$ cat config.mk
export PLATFORM = sky130hd
export DESIGN_NAME = vn_accum_sched
export DESIGN_NICKNAME = d
export VERILOG_FILES = /design/src/rtl/vn_accum_sched.sv
export SDC_FILE = /design/constraint.sdc
export NUM_CORES = 1
export LEC_CHECK = 0
export ABC_AREA = 1
export BUFFER_PORTS_ARGS = -buffer_cell sky130_fd_sc_hd__buf_2
export CAP_MARGIN = 20
export CORE_MARGIN = 2
export CORE_UTILIZATION = 30
export DETAILED_ROUTE_END_ITERATION = 7
export PLACE_DENSITY = 0.52
export RECOVER_POWER = 100
export SLEW_MARGIN = 20
export SYNTH_ARGS = -nofsm -noshare
export SYNTH_HDL_FRONTEND = slang
export SYNTH_SLANG_ARGS = --single-unit
$ cat constraint.sdc
create_clock -name clk -period 2 [get_ports clk]
set_input_delay 0.2 -clock clk [delete_from_list [all_inputs] [get_ports clk]]
set_output_delay 0.2 -clock clk [all_outputs]
set_load 0.01 [all_outputs]
$ cat src/rtl/vn_accum_sched.sv
// rtl/vn_accum_sched.sv - LDPC variable-node accumulator with symmetric saturation and handshake scheduling
module vn_accum_sched #(
    parameter int WIDTH         = 8,
    parameter int EXTENDED_BITS = 4,
    parameter int DEGREE        = 3
) (
    input  logic             clk,
    input  logic             rst_n,
    input  logic             start,
    input  logic [WIDTH-1:0] llr_in,
    input  logic             msg_valid,
    input  logic [WIDTH-1:0] msg_in,
    output logic             msg_ready,
    input  logic             flush,
    output logic             out_valid,
    input  logic             out_ready,
    output logic [WIDTH-1:0] out_total,
    output logic             sat_flag,
    output logic             busy,
    output logic [15:0]      sat_count
);

    localparam int AW = WIDTH + EXTENDED_BITS;

    // Count value held while the final message of an update is being accepted
    localparam logic [EXTENDED_BITS-1:0] LAST_CNT = EXTENDED_BITS'(DEGREE - 1);
    localparam logic [EXTENDED_BITS-1:0] CNT_ONE  = EXTENDED_BITS'(1);

    // Symmetric clip limits; the most negative code is deliberately excluded
    localparam logic [WIDTH-1:0] POS_LIMIT = {1'b0, {(WIDTH-1){1'b1}}};
    localparam logic [WIDTH-1:0] NEG_LIMIT = ~POS_LIMIT + {{(WIDTH-1){1'b0}}, 1'b1};

    typedef enum logic [1:0] {
        S_IDLE  = 2'd0,
        S_ACCUM = 2'd1,
        S_OUT   = 2'd2
    } state_e;

    state_e                   state_q;
    logic [AW-1:0]            acc_q;
    logic [EXTENDED_BITS-1:0] cnt_q;
    logic [WIDTH-1:0]         out_total_q;
    logic                     sat_flag_q;
    logic [15:0]              sat_count_q;

    logic [AW-1:0]            llr_ext;
    logic [AW-1:0]            msg_ext;
    logic [AW-1:0]            acc_sum_d;
    logic [EXTENDED_BITS:0]   acc_top;
    logic [WIDTH-1:0]         sat_total_d;
    logic                     sat_hit_d;
    logic                     last_msg;

    // Operands are sign-extended so two's-complement addition of the wider words cannot wrap
    assign llr_ext   = {{EXTENDED_BITS{llr_in[WIDTH-1]}}, llr_in};
    assign msg_ext   = {{EXTENDED_BITS{msg_in[WIDTH-1]}}, msg_in};
    assign acc_sum_d = acc_q + msg_ext;
    assign acc_top   = acc_sum_d[AW-1:WIDTH-1];
    assign last_msg  = (cnt_q == LAST_CNT);

    // Clip the running sum that would exist after accepting the current message
    always_comb begin
        sat_total_d = acc_sum_d[WIDTH-1:0];
        sat_hit_d   = 1'b0;
        if (!((&acc_top) || (~|acc_top))) begin
            sat_hit_d   = 1'b1;
            sat_total_d = acc_sum_d[AW-1] ? NEG_LIMIT : POS_LIMIT;
        end
    end

    // Control FSM with accumulator, result and clip counter; flush overrides every handshake
    always_ff @(posedge clk or negedge rst_n) begin
        if (!rst_n) begin
            state_q     <= S_IDLE;
            acc_q       <= '0;
            cnt_q       <= '0;
            out_total_q <= '0;
            sat_flag_q  <= 1'b0;
            sat_count_q <= '0;
        end else if (flush) begin
            state_q <= S_IDLE;
            acc_q   <= '0;
            cnt_q   <= '0;
        end else begin
            case (state_q)
                S_IDLE: begin
                    if (start) begin
                        acc_q   <= llr_ext;
                        cnt_q   <= '0;
                        state_q <= S_ACCUM;
                    end
                end
                S_ACCUM: begin
                    if (msg_valid) begin
                        acc_q <= acc_sum_d;
                        cnt_q <= cnt_q + CNT_ONE;
                        if (last_msg) begin
                            state_q     <= S_OUT;
                            out_total_q <= sat_total_d;
                            sat_flag_q  <= sat_hit_d;
                            if (sat_hit_d && (sat_count_q != 16'hFFFF)) begin
                                sat_count_q <= sat_count_q + 16'd1;
                            end
                        end
                    end
                end
                S_OUT: begin
                    if (out_ready) begin
                        state_q <= S_IDLE;
                    end
                end
                default: begin
                    state_q <= S_IDLE;
                end
            endcase
        end
    end

    // Handshake outputs decode the state register only, so msg_ready never depends on msg_valid
    assign msg_ready = (state_q == S_ACCUM);
    assign out_valid = (state_q == S_OUT);
    assign busy      = (state_q != S_IDLE);
    assign out_total = out_total_q;
    assign sat_flag  = sat_flag_q;
    assign sat_count = sat_count_q;

endmodule

==> impl_metrics.ini, run 1 <==
[power_and_ir_drop]
power_frac_clock_pct = 14.7
p_leak_uw = 0.00200
power_frac_seq_pct = 24.2
comb_power_share_pct = 61.1
p_int_uw = 2740
power_density_nw_per_um2 = 1220
switching_power_uw = 2260
peakVddDrop_v = 0.000498
p_sw_share_pct = 45.2

[layout]
num_antenna_cells = 0
areaGrowthSynthToFinish_pct = 36.1
post-route-util_pct = 41.9
drive_gt1_share_pct = 28.3
fin_nets = 538

[routing]
drc = 0
drtAntennaViolNets = 0
wirelength_um = 8440
drt_iter0_markers = 100
vias = 2967
detail_route.first_pass.iterations = 4
avgRoutedWirePerCell_um = 13.3
routed_via_density = 4.67

[yosys]
synthCells = 407
synth_xor_area_share_pct = 5.53
muxShareOfSynthArea_pct = 0.333
synth_top_family_by_area = simple AND/OR/NAND/NOR gates
async_flop_share_pct = 100
synthesis.area_sq_um = 3010
synth-compound-area-share_pct = 8.52
syn_nets = 444
synth_edf_count = 0
synth-adder-area-share_pct = 6.49
synthSimpleGateAreaFrac_pct = 36.2
syn_avg_cell_area_sq_um = 7.39
synthFlopType = dfrtp_1
yosys_warnings = 0
ys_seq_area_share_pct = 35.8
ys_ff_latch = 43
ys_types = 38

[clock_network]
cts_max_path_buffers = 2
cts_tree = yes
worstSkewPairLatency_ns = 0.31
cts_root_buf = clkbuf_8
clk_pin_slew_ns = 0.10
cts_buffers = 5
cts.htree.levels = 2
cts_sinks = 43

[timing]
maxSlewViolCount = 0
fin_worst_skew_ns = 0.0198
setup_viol = 24
relSlewSlack_pct = 29.2
timing_hold_violations_final = 0
fin_ws_ns = -0.152
period_needed_ns = 2.15
fin_crit_sh_pct = 108
rsz0062_at_grt = true
fmax_mhz = 465
tns_ns = -3.21
worst_slew_pin_slew_ns = 1.06

[setup_path]
start_kind = flop
cpMaxStageDelayCell = dfrtp_1
worstPathRequired_ns = 2.25
worstSetupPathType = flop to flop
end_kind = flop
regToRegSetupSlack_ns = -0.15
crit_buf_inv = 1
cp.arrival_ns = 2.40
cp_cell_sequence = ha_2 > fa_2 > buf_4 > nand3_2 > nand3_2 > nand2_1 > nand2_2 > nor2_4 > nand3_4 > nand2_4 > nand2_1 > a21oi_1
crit_fanout = 8
cp_top_family = simple AND/OR/NAND/NOR gates
cp_slowest_stage_delay_ns = 0.40

[job]
maxCapViolCount = 0

[floorplan]
core_sq_um = 9770
design.die.area_sq_um = 10800
die_w_um = 104
die_h_um = 104
rows = 36
floorplan.initialDensity_pct = 30.8
ios = 50

[global_routing]
grt_start_max_net_pins = 20
first_global_vias = 2841
grt-ovfl-total = 0
track_usage_pct = 15.6
grt_pass1_wl_um = 14000
antenna_found_initial = 0

[run_status]
status = finished with violations
violations = negative setup slack

[place]
io_buffers = 49
post-place-ws_ns = -0.254
dp_hpwl_um = 6300
gp_congestion = 0.888

[hold_path]
hp-class = primary input to flop
==> state kept, by name (all words and copies together) (netlist names) <==
register,flops
sat_count,16
acc_q,12
out_total,8
cnt_q,4
state_q,2
sat_flag,1
==> stage by stage <==
step	hold slack [ns]	cells	instance area, sq um	total power [uW]
detailed placement	0.170	620	3700	3700
CTS	0.117	632	3990	4720
finish	0.122	635	4100	4990
global route	0.155	635	4100	5370
floorplan	-0.0956	407	3030	2720
global placement	0.171	620	3700	3690
==> what timing repair did <==
item | CTS | global route
pin swaps | 10 | 19
setup buffers | 2 | 4
endpoints found under the hold margin | 17 | 0
gates cloned | 1 | 0
gates resized for setup | 23 | 37
hold buffers | 1 | 0
setup endpoints to repair | 24 | 30
==> final timing paths <==
kind	from	cells past startpoint	end
worst min register to register	acc_q[9]$_DFFE_PN0P_	2	acc_q[9]$_DFFE_PN0P_
min in group asynchronous	rst_n	2	cnt_q[3]$_DFFE_PN0P_
worst min-delay path	flush	2	cnt_q[3]$_DFFE_PN0P_
worst max register to register	acc_q[0]$_DFFE_PN0P_	12	out_total[6]$_DFFE_PN0P_
max in group asynchronous	rst_n	3	out_total[2]$_DFFE_PN0P_
worst max-delay path	acc_q[0]$_DFFE_PN0P_	12	out_total[6]$_DFFE_PN0P_
==> worst reg2reg max path: cells and delay by family, from the launching register on <==
family	cells	cell delay, ns
fa+ha+maj	2	0.54
compound gates	1	0.13
simple gates	8	0.87
buf+inv	1	0.16
flops	1	0.40
==> synth_stat cells (all sizes together), types with 2 or more instances <==
cell type / count / area, sq um
nor2: 43 / 186
a21oi: 15 / 86.3
ha: 14 / 175
o31ai: 2 / 15.0
clkbuf: 3 / 11.3
nand3: 27 / 160
nor3: 3 / 15.0
o21ai: 23 / 115
xnor2: 7 / 61.3
nand4: 23 / 159
or2: 2 / 12.5
buf: 5 / 43.8
nand2: 132 / 521
dfrtp: 43 / 1080
inv: 41 / 156
xor2: 12 / 105
==> power groups by stage <==
stage	Sequential (uW)	Combinational, uW	Clock, uW
detailed placement	1200	2500	0
global route	1230	3350	787
floorplan	1200	1520	0
CTS	1200	2770	752
finish	1210	3050	735
global placement	1190	2500	0
==> cells in the final DEF (no fill, tap or decap), types with 12 or more instances in the layout <==
cell type  instances
o21ai_0           20
nand4_1           22
xor2_1            12
clkbuf_1          29
inv_1             40
dfrtp_1           43
buf_4             36
nand2_1          109
nand3_1           18
nand2_2           17
buf_2             22
nor2_1            31
==> cells by family after synthesis <==
family | Yosys count
xor gates and xnor gates | 19
adders and majority gates | 15
DFF | 43
muxes | 1
buffers and inverters | 50
and+or+nand+nor | 234
AOI/OAI and AO/OA | 45
==> metal layers <==
metal / GRT usage (%) / routed length (um)
met1: 21.9 / 4180
met2: 25.6 / 3960
met3: 1.63 / 194
met4: 4.25 / 106
met5: 0 / 0
==> layout make-up <==
type                            count  area, sq um
Clock buffer                        6         82.6
Fill cell                        1009         5680
Clock inverter                      2         35.0
Tap cell                          133          166
Timing Repair Buffer               94          557
Sequential cell                    43         1080
Multi-Input combinational cell    315         2020
Inverter                           42          160
(Power assumes the default switching activity.)
==> run 2: changes to the inputs <==
--- a/config.mk
+++ b/config.mk
@@ -10,6 +10,7 @@
 export CAP_MARGIN = 20
 export CORE_MARGIN = 2
 export CORE_UTILIZATION = 30
+export CTS_BUF_LIST = sky130_fd_sc_hd__clkbuf_16
 export DETAILED_ROUTE_END_ITERATION = 7
 export PLACE_DENSITY = 0.52
 export RECOVER_POWER = 100
==> run 2 against run 1 <==
  * The flow still finishes with violations (negative setup slack)
  * Sequential power is essentially flat
  * Clock skew shrank 0.0076 ns
  * Critical path type unchanged
  * Global-route usage grew 0.082 points
  * Combinational power grew 4%
  * Hold slack gained 0.037 ns
==> impl_metrics.ini, run 2 (synthesis results as in run 1) <==
[setup_path]
cp_slowest_stage_delay_ns = 0.41
worstSetupPathType = flop to flop
reg2reg_depth = 13
start_kind = flop
r2r_end = out_total[4]$_DFFE_PN0P_
worstPathRequired_ns = 2.22
end_kind = flop
regToRegSetupSlack_ns = -0.17
startpoint = acc_q[5]$_DFFE_PN0P_
cpMaxStageDelayCell = dfrtp_1
cp_cell_sequence = ha_4 > nand2_1 > nand2_1 > a21oi_2 > nand2_4 > nand2_4 > nand2_4 > nor2_4 > buf_6 > nand3_4 > nand2_8 > nand2_1 > a21oi_2
cp.arrival_ns = 2.39
crit_end = out_total[4]$_DFFE_PN0P_
crit_fanout = 8
reg2reg_from = acc_q[5]$_DFFE_PN0P_

[global_routing]
grt_pass1_wl_um = 14000
antenna_found_initial = 0
first_global_vias = 2829
track_usage_pct = 15.7
grt-ovfl-total = 0
grt_start_max_net_pins = 20

[layout]
fill_cells = 994
fin_area_sq_um = 4220
instances_no_fill = 636
mostFrequentLayoutCell = nand2_1
layout_common_cells = nand2_1, dfrtp_1, inv_1
drive_gt1_share_pct = 29.2
num_antenna_cells = 0
fin_nets = 539
areaGrowthSynthToFinish_pct = 40.2
largest_reg_flops = 16

[timing]
fin_ws_ns = -0.165
setup_viol = 24
period_needed_ns = 2.17
rsz0062_at_grt = true
fin_worst_skew_ns = 0.0122
timing_hold_violations_final = 0
maxSlewViolCount = 0
worst_slew_pin_slew_ns = 1.06
relSlewSlack_pct = 29.1
fmax_mhz = 462
hold_ws_ns = 0.159
fin_crit_sh_pct = 108

[routing]
avgRoutedWirePerCell_um = 13.5
drc = 0
detail_route.first_pass.iterations = 6
vias = 2920
drt_iter0_markers = 116
wirelength_um = 8610
routed_via_density = 4.59
drtAntennaViolNets = 0

[clock_network]
cts_buffers = 5
cts_sinks = 43
clk_pin_slew_ns = 0.07
worstSkewPairLatency_ns = 0.29
cts.htree.levels = 2
cts_tree = yes
cts_max_path_buffers = 2
cts_root_buf = clkbuf_16

[hold_path]
hp-class = primary input to flop

[power_and_ir_drop]
p_leak_uw = 0.00205
comb_power_share_pct = 59.7
p_sw_share_pct = 44.0
power_frac_clock_pct = 17.6
peakVddDrop_v = 0.000514
power_density_nw_per_um2 = 1260
power_frac_seq_pct = 22.8
p_int_uw = 2980
switching_power_uw = 2340

[place]
io_buffers = 49
gp_congestion = 0.888
place_inst = 620
dp_hpwl_um = 6300
post-place-ws_ns = -0.254
placed_cell_area_sq_um = 3700

[floorplan]
ios = 50
rows = 36
die_h_um = 104
core_sq_um = 9770
design.die.area_sq_um = 10800
floorplan.initialDensity_pct = 30.8
die_w_um = 104

[run_status]
status = finished with violations
violations = negative setup slack

[job]
maxCapViolCount = 0
-- run 2: changes by cell type in the layout (fill, tap and decap cells not counted), moves of 2 or more --
cell	previous run	this run
clkbuf_8	6	0
nand3_1	18	16
buf_4	36	34
buf_6	2	4
clkbuf_16	0	5
-- run 2: stage by stage --
step / power [uW] / TNS (ns) / utilization [%]
global placement: 3690 / -4.55 / 37.8
detailed placement: 3700 / -5.26 / 37.8
global route: 5710 / -6.90 / 43.2
finish: 5310 / -3.56 / 43.2
CTS: 4890 / -3.29 / 41.1
floorplan: 2720 / -0.569 / -
-- run 2: final cells by class --
cell class | count | area, sq um | share of cell area [%]
multi-input cells | 315 | 2080 | 49.4
flip-flops and latches | 43 | 1080 | 25.5
repair buffers | 95 | 569 | 13.5
well taps | 133 | 166 | 3.94
inverters | 42 | 160 | 3.79
clock buffers | 5 | 125 | 2.96
clock inverters | 3 | 38.8 | 0.919
-- run 2: worst min-delay path by stage --
stage | from | to | slack (ns) | cells after the start
final | flush | cnt_q[3]$_DFFE_PN0P_ | 0.16 | 2
after global routing | flush | cnt_q[3]$_DFFE_PN0P_ | 0.18 | 2
after CTS | flush | cnt_q[3]$_DFFE_PN0P_ | 0.15 | 2
after detailed placement | rst_n | cnt_q[1]$_DFFE_PN0P_ | 0.17 | 1
after global placement | rst_n | cnt_q[1]$_DFFE_PN0P_ | 0.17 | 1
after floorplan | rst_n | acc_q[0]$_DFFE_PN0P_ | -0.1 | 0
-- run 2: power by group through the flow --
stage	clock network, uW	registers, uW	logic, uW
after floorplan	0	1200	1520
after global placement	0	1190	2500
after detailed placement	0	1200	2500
after CTS	953	1200	2730
after global routing	991	1230	3490
final	934	1210	3170
-- run 2: timing repair --
| action | CTS | global route |
|---|---|---|
| resized for setup | 21 | 52 |
| pin swaps | 10 | 14 |
| hold endpoints to repair | 17 | 0 |
| gates cloned | 1 | 0 |
| hold buffers | 1 | 0 |
| buffers inserted | 2 | 5 |
| setup endpoints to repair | 24 | 27 |
-- run 2: routing by layer --
metal | GRT usage, % | up-vias | part of all wire [%]
li1 | - | 1526 | -
met1 | 22.1 | 1352 | 49
met2 | 25.5 | 36 | 47
met3 | 1.94 | 6 | 2.0
met4 | 4.15 | 0 | 1.1
met5 | 0 | - | 0
-- run 2: worst max-delay path, delay by kind of cell, from the launching register on --
family                     cells  cell delay [ns]
DFF                            1             0.41
AOI/OAI and AO/OA              2             0.45
buffers and inverters          1             0.12
adders and majority gates      1             0.28
and+or+nand+nor                9             0.83
==> run 3: changes to the inputs <==
--- a/config.mk
+++ b/config.mk
@@ -6,13 +6,15 @@
 export NUM_CORES = 1
 export LEC_CHECK = 0
 export ABC_AREA = 1
-export BUFFER_PORTS_ARGS = -buffer_cell sky130_fd_sc_hd__buf_2
 export CAP_MARGIN = 20
 export CORE_MARGIN = 2
 export CORE_UTILIZATION = 30
 export CTS_BUF_LIST = sky130_fd_sc_hd__clkbuf_16
+export CTS_CLUSTER_SIZE = 16
 export DETAILED_ROUTE_END_ITERATION = 7
-export PLACE_DENSITY = 0.52
+export DONT_BUFFER_PORTS = 1
+export MAX_ROUTING_LAYER = met4
+export PLACE_DENSITY = 0.47
 export RECOVER_POWER = 100
 export SLEW_MARGIN = 20
 export SYNTH_ARGS = -nofsm -noshare
==> run 3 against run 2 <==
  * Cell count down 6.8%
  * Register-to-register slack about the same
  * The flow still finishes with violations (negative setup slack)
  * Count of clock-buffer cells in the layout unchanged
  * Clock power down 12%
  * Largest cell class unchanged
  * Via count down 2.2%
  * Largest power group unchanged
==> impl_metrics.ini, run 3 (synthesis results as in run 1) <==
[run_status]
status = finished with violations
violations = negative setup slack

[routing]
met1_length_um = 3970
routed_via_density = 4.81
highest_layer = met4
drt_iter0_markers = 159
wirelength_um = 8520
wl_met2_um = 3950
detail_route.first_pass.iterations = 4
wl_met3_um = 523
avgRoutedWirePerCell_um = 14.4
drtAntennaViolNets = 0
vias = 2855
drc = 0

[power_and_ir_drop]
comb_power_share_pct = 59.6
power_frac_seq_pct = 24.4
switching_power_uw = 2300
p_int_uw = 2840
p_sw_share_pct = 44.7
power_frac_clock_pct = 16.0
peakVddDrop_v = 0.000620
power_density_nw_per_um2 = 1280
p_leak_uw = 0.00191

[floorplan]
design.die.area_sq_um = 10800
rows = 36
ios = 50
floorplan.initialDensity_pct = 30.8
die_w_um = 104
die_h_um = 104
core_sq_um = 9770

[global_routing]
grt-ovfl-total = 0
antenna_found_initial = 0
grt_pass1_wl_um = 14000
track_usage_pct = 16.4
grt_start_max_net_pins = 44
first_global_vias = 2773

[timing]
timing_hold_violations_final = 0
relSlewSlack_pct = 23.2
tns_ns = -3.45
fin_crit_sh_pct = 108
maxSlewViolCount = 0
setup_viol = 24
rsz0062_at_grt = true
period_needed_ns = 2.16
fin_ws_ns = -0.159
worst_slew_pin_slew_ns = 1.15
fin_worst_skew_ns = 0.00374
fmax_mhz = 463

[layout]
layout_common_cells = nand2_1, dfrtp_1, inv_1
num_antenna_cells = 0
instances_no_fill = 593
fill_cells = 1026
drive_gt1_share_pct = 27.6
mostFrequentLayoutCell = nand2_1
areaGrowthSynthToFinish_pct = 33.4
largest_reg_flops = 16
post-route-util_pct = 41.1
fin_nets = 496

[clock_network]
cts_tree = yes
cts.htree.levels = 2
cts_max_path_buffers = 2
cts_root_buf = clkbuf_16
cts_sinks = 43
cts_buffers = 5
clk_pin_slew_ns = 0.06
worstSkewPairLatency_ns = 0.29

[place]
io_buffers = 0
dp_hpwl_um = 6190
gp_congestion = 0.859
place_inst = 572

[hold_path]
hp-class = primary input to flop

[job]
maxCapViolCount = 0

[setup_path]
worstSetupPathType = flop to flop
end_kind = flop
crit_fanout = 6
worstPathRequired_ns = 2.16
cp.arrival_ns = 2.32
start_kind = flop
run 3: path summary, 6_finish.rpt:
kind,startpoint,to,slack [ns],cells past startpoint
setup reg to reg,acc_q[1]$_DFFE_PN0P_,out_total[2]$_DFFE_PN0P_,-0.16,12
setup / recovery,acc_q[1]$_DFFE_PN0P_,out_total[2]$_DFFE_PN0P_,-0.16,12
min in group asynchronous,rst_n,sat_count[15]$_DFFE_PN0P_,0.68,2
max in group asynchronous,rst_n,acc_q[4]$_DFFE_PN0P_,0.62,2
hold / removal,flush,cnt_q[3]$_DFFE_PN0P_,0.01,1
hold reg to reg,acc_q[10]$_DFFE_PN0P_,acc_q[10]$_DFFE_PN0P_,0.49,2
run 3: metrics by stage:
step                cell area [sq um]  power, uW  hold WS [ns]  worst slack (ns)
CTS                              3800       4740       0.00778            -0.234
global placement                 3460       3560       -0.0944            -0.296
detailed placement               3460       3570       -0.0944            -0.306
global route                     4010       5550        0.0113            -0.282
finish                           4010       5140        0.0150            -0.159
floorplan                        3030       2720       -0.0956           -0.0569
run 3: cell type report:
| class | count | area, sq um | area share, % |
|---|---|---|---|
| well taps | 133 | 166 | 4.15 |
| inverters | 42 | 160 | 3.99 |
| repair buffers | 52 | 385 | 9.60 |
| multi-input cells | 315 | 2090 | 52.0 |
| flip-flops and latches | 43 | 1080 | 26.8 |
| clock buffers | 5 | 125 | 3.12 |
| clock inverters | 3 | 15.0 | 0.374 |
run 3: timing repair:
action,in CTS,in global routing
hold buffers,2,0
pin swaps,17,44
hold endpoints to repair,43,0
setup endpoints to repair,25,31
cloned,1,0
setup buffers,5,7
gates resized for setup,21,50
run 3: power groups by stage:
stage	logic (uW)	clock network, uW	registers, uW
finish	3060	822	1260
global route	3390	881	1280
CTS	2660	843	1240
detailed placement	2330	0	1240
global placement	2320	0	1240
floorplan	1520	0	1200
run 3: critical path, cell delays in order (launching register included):
cell     delay (ns)
dfrtp_1        0.44
buf_6          0.14
fa_2           0.36
nand2_2        0.08
nand2_2        0.06
nand3_2        0.09
nand2_2        0.07
nand2_2        0.08
nand2_4        0.06
nor2_4         0.13
nand3_4        0.11
a21oi_2        0.31
a21oi_1        0.12
run 3: metal layers:
metal,global-route usage (%),vias to the layer above
li1,-,1448
met1,21.3,1338
met2,25.5,62
met3,4.51,7
met4,3.96,0
met5,-,-
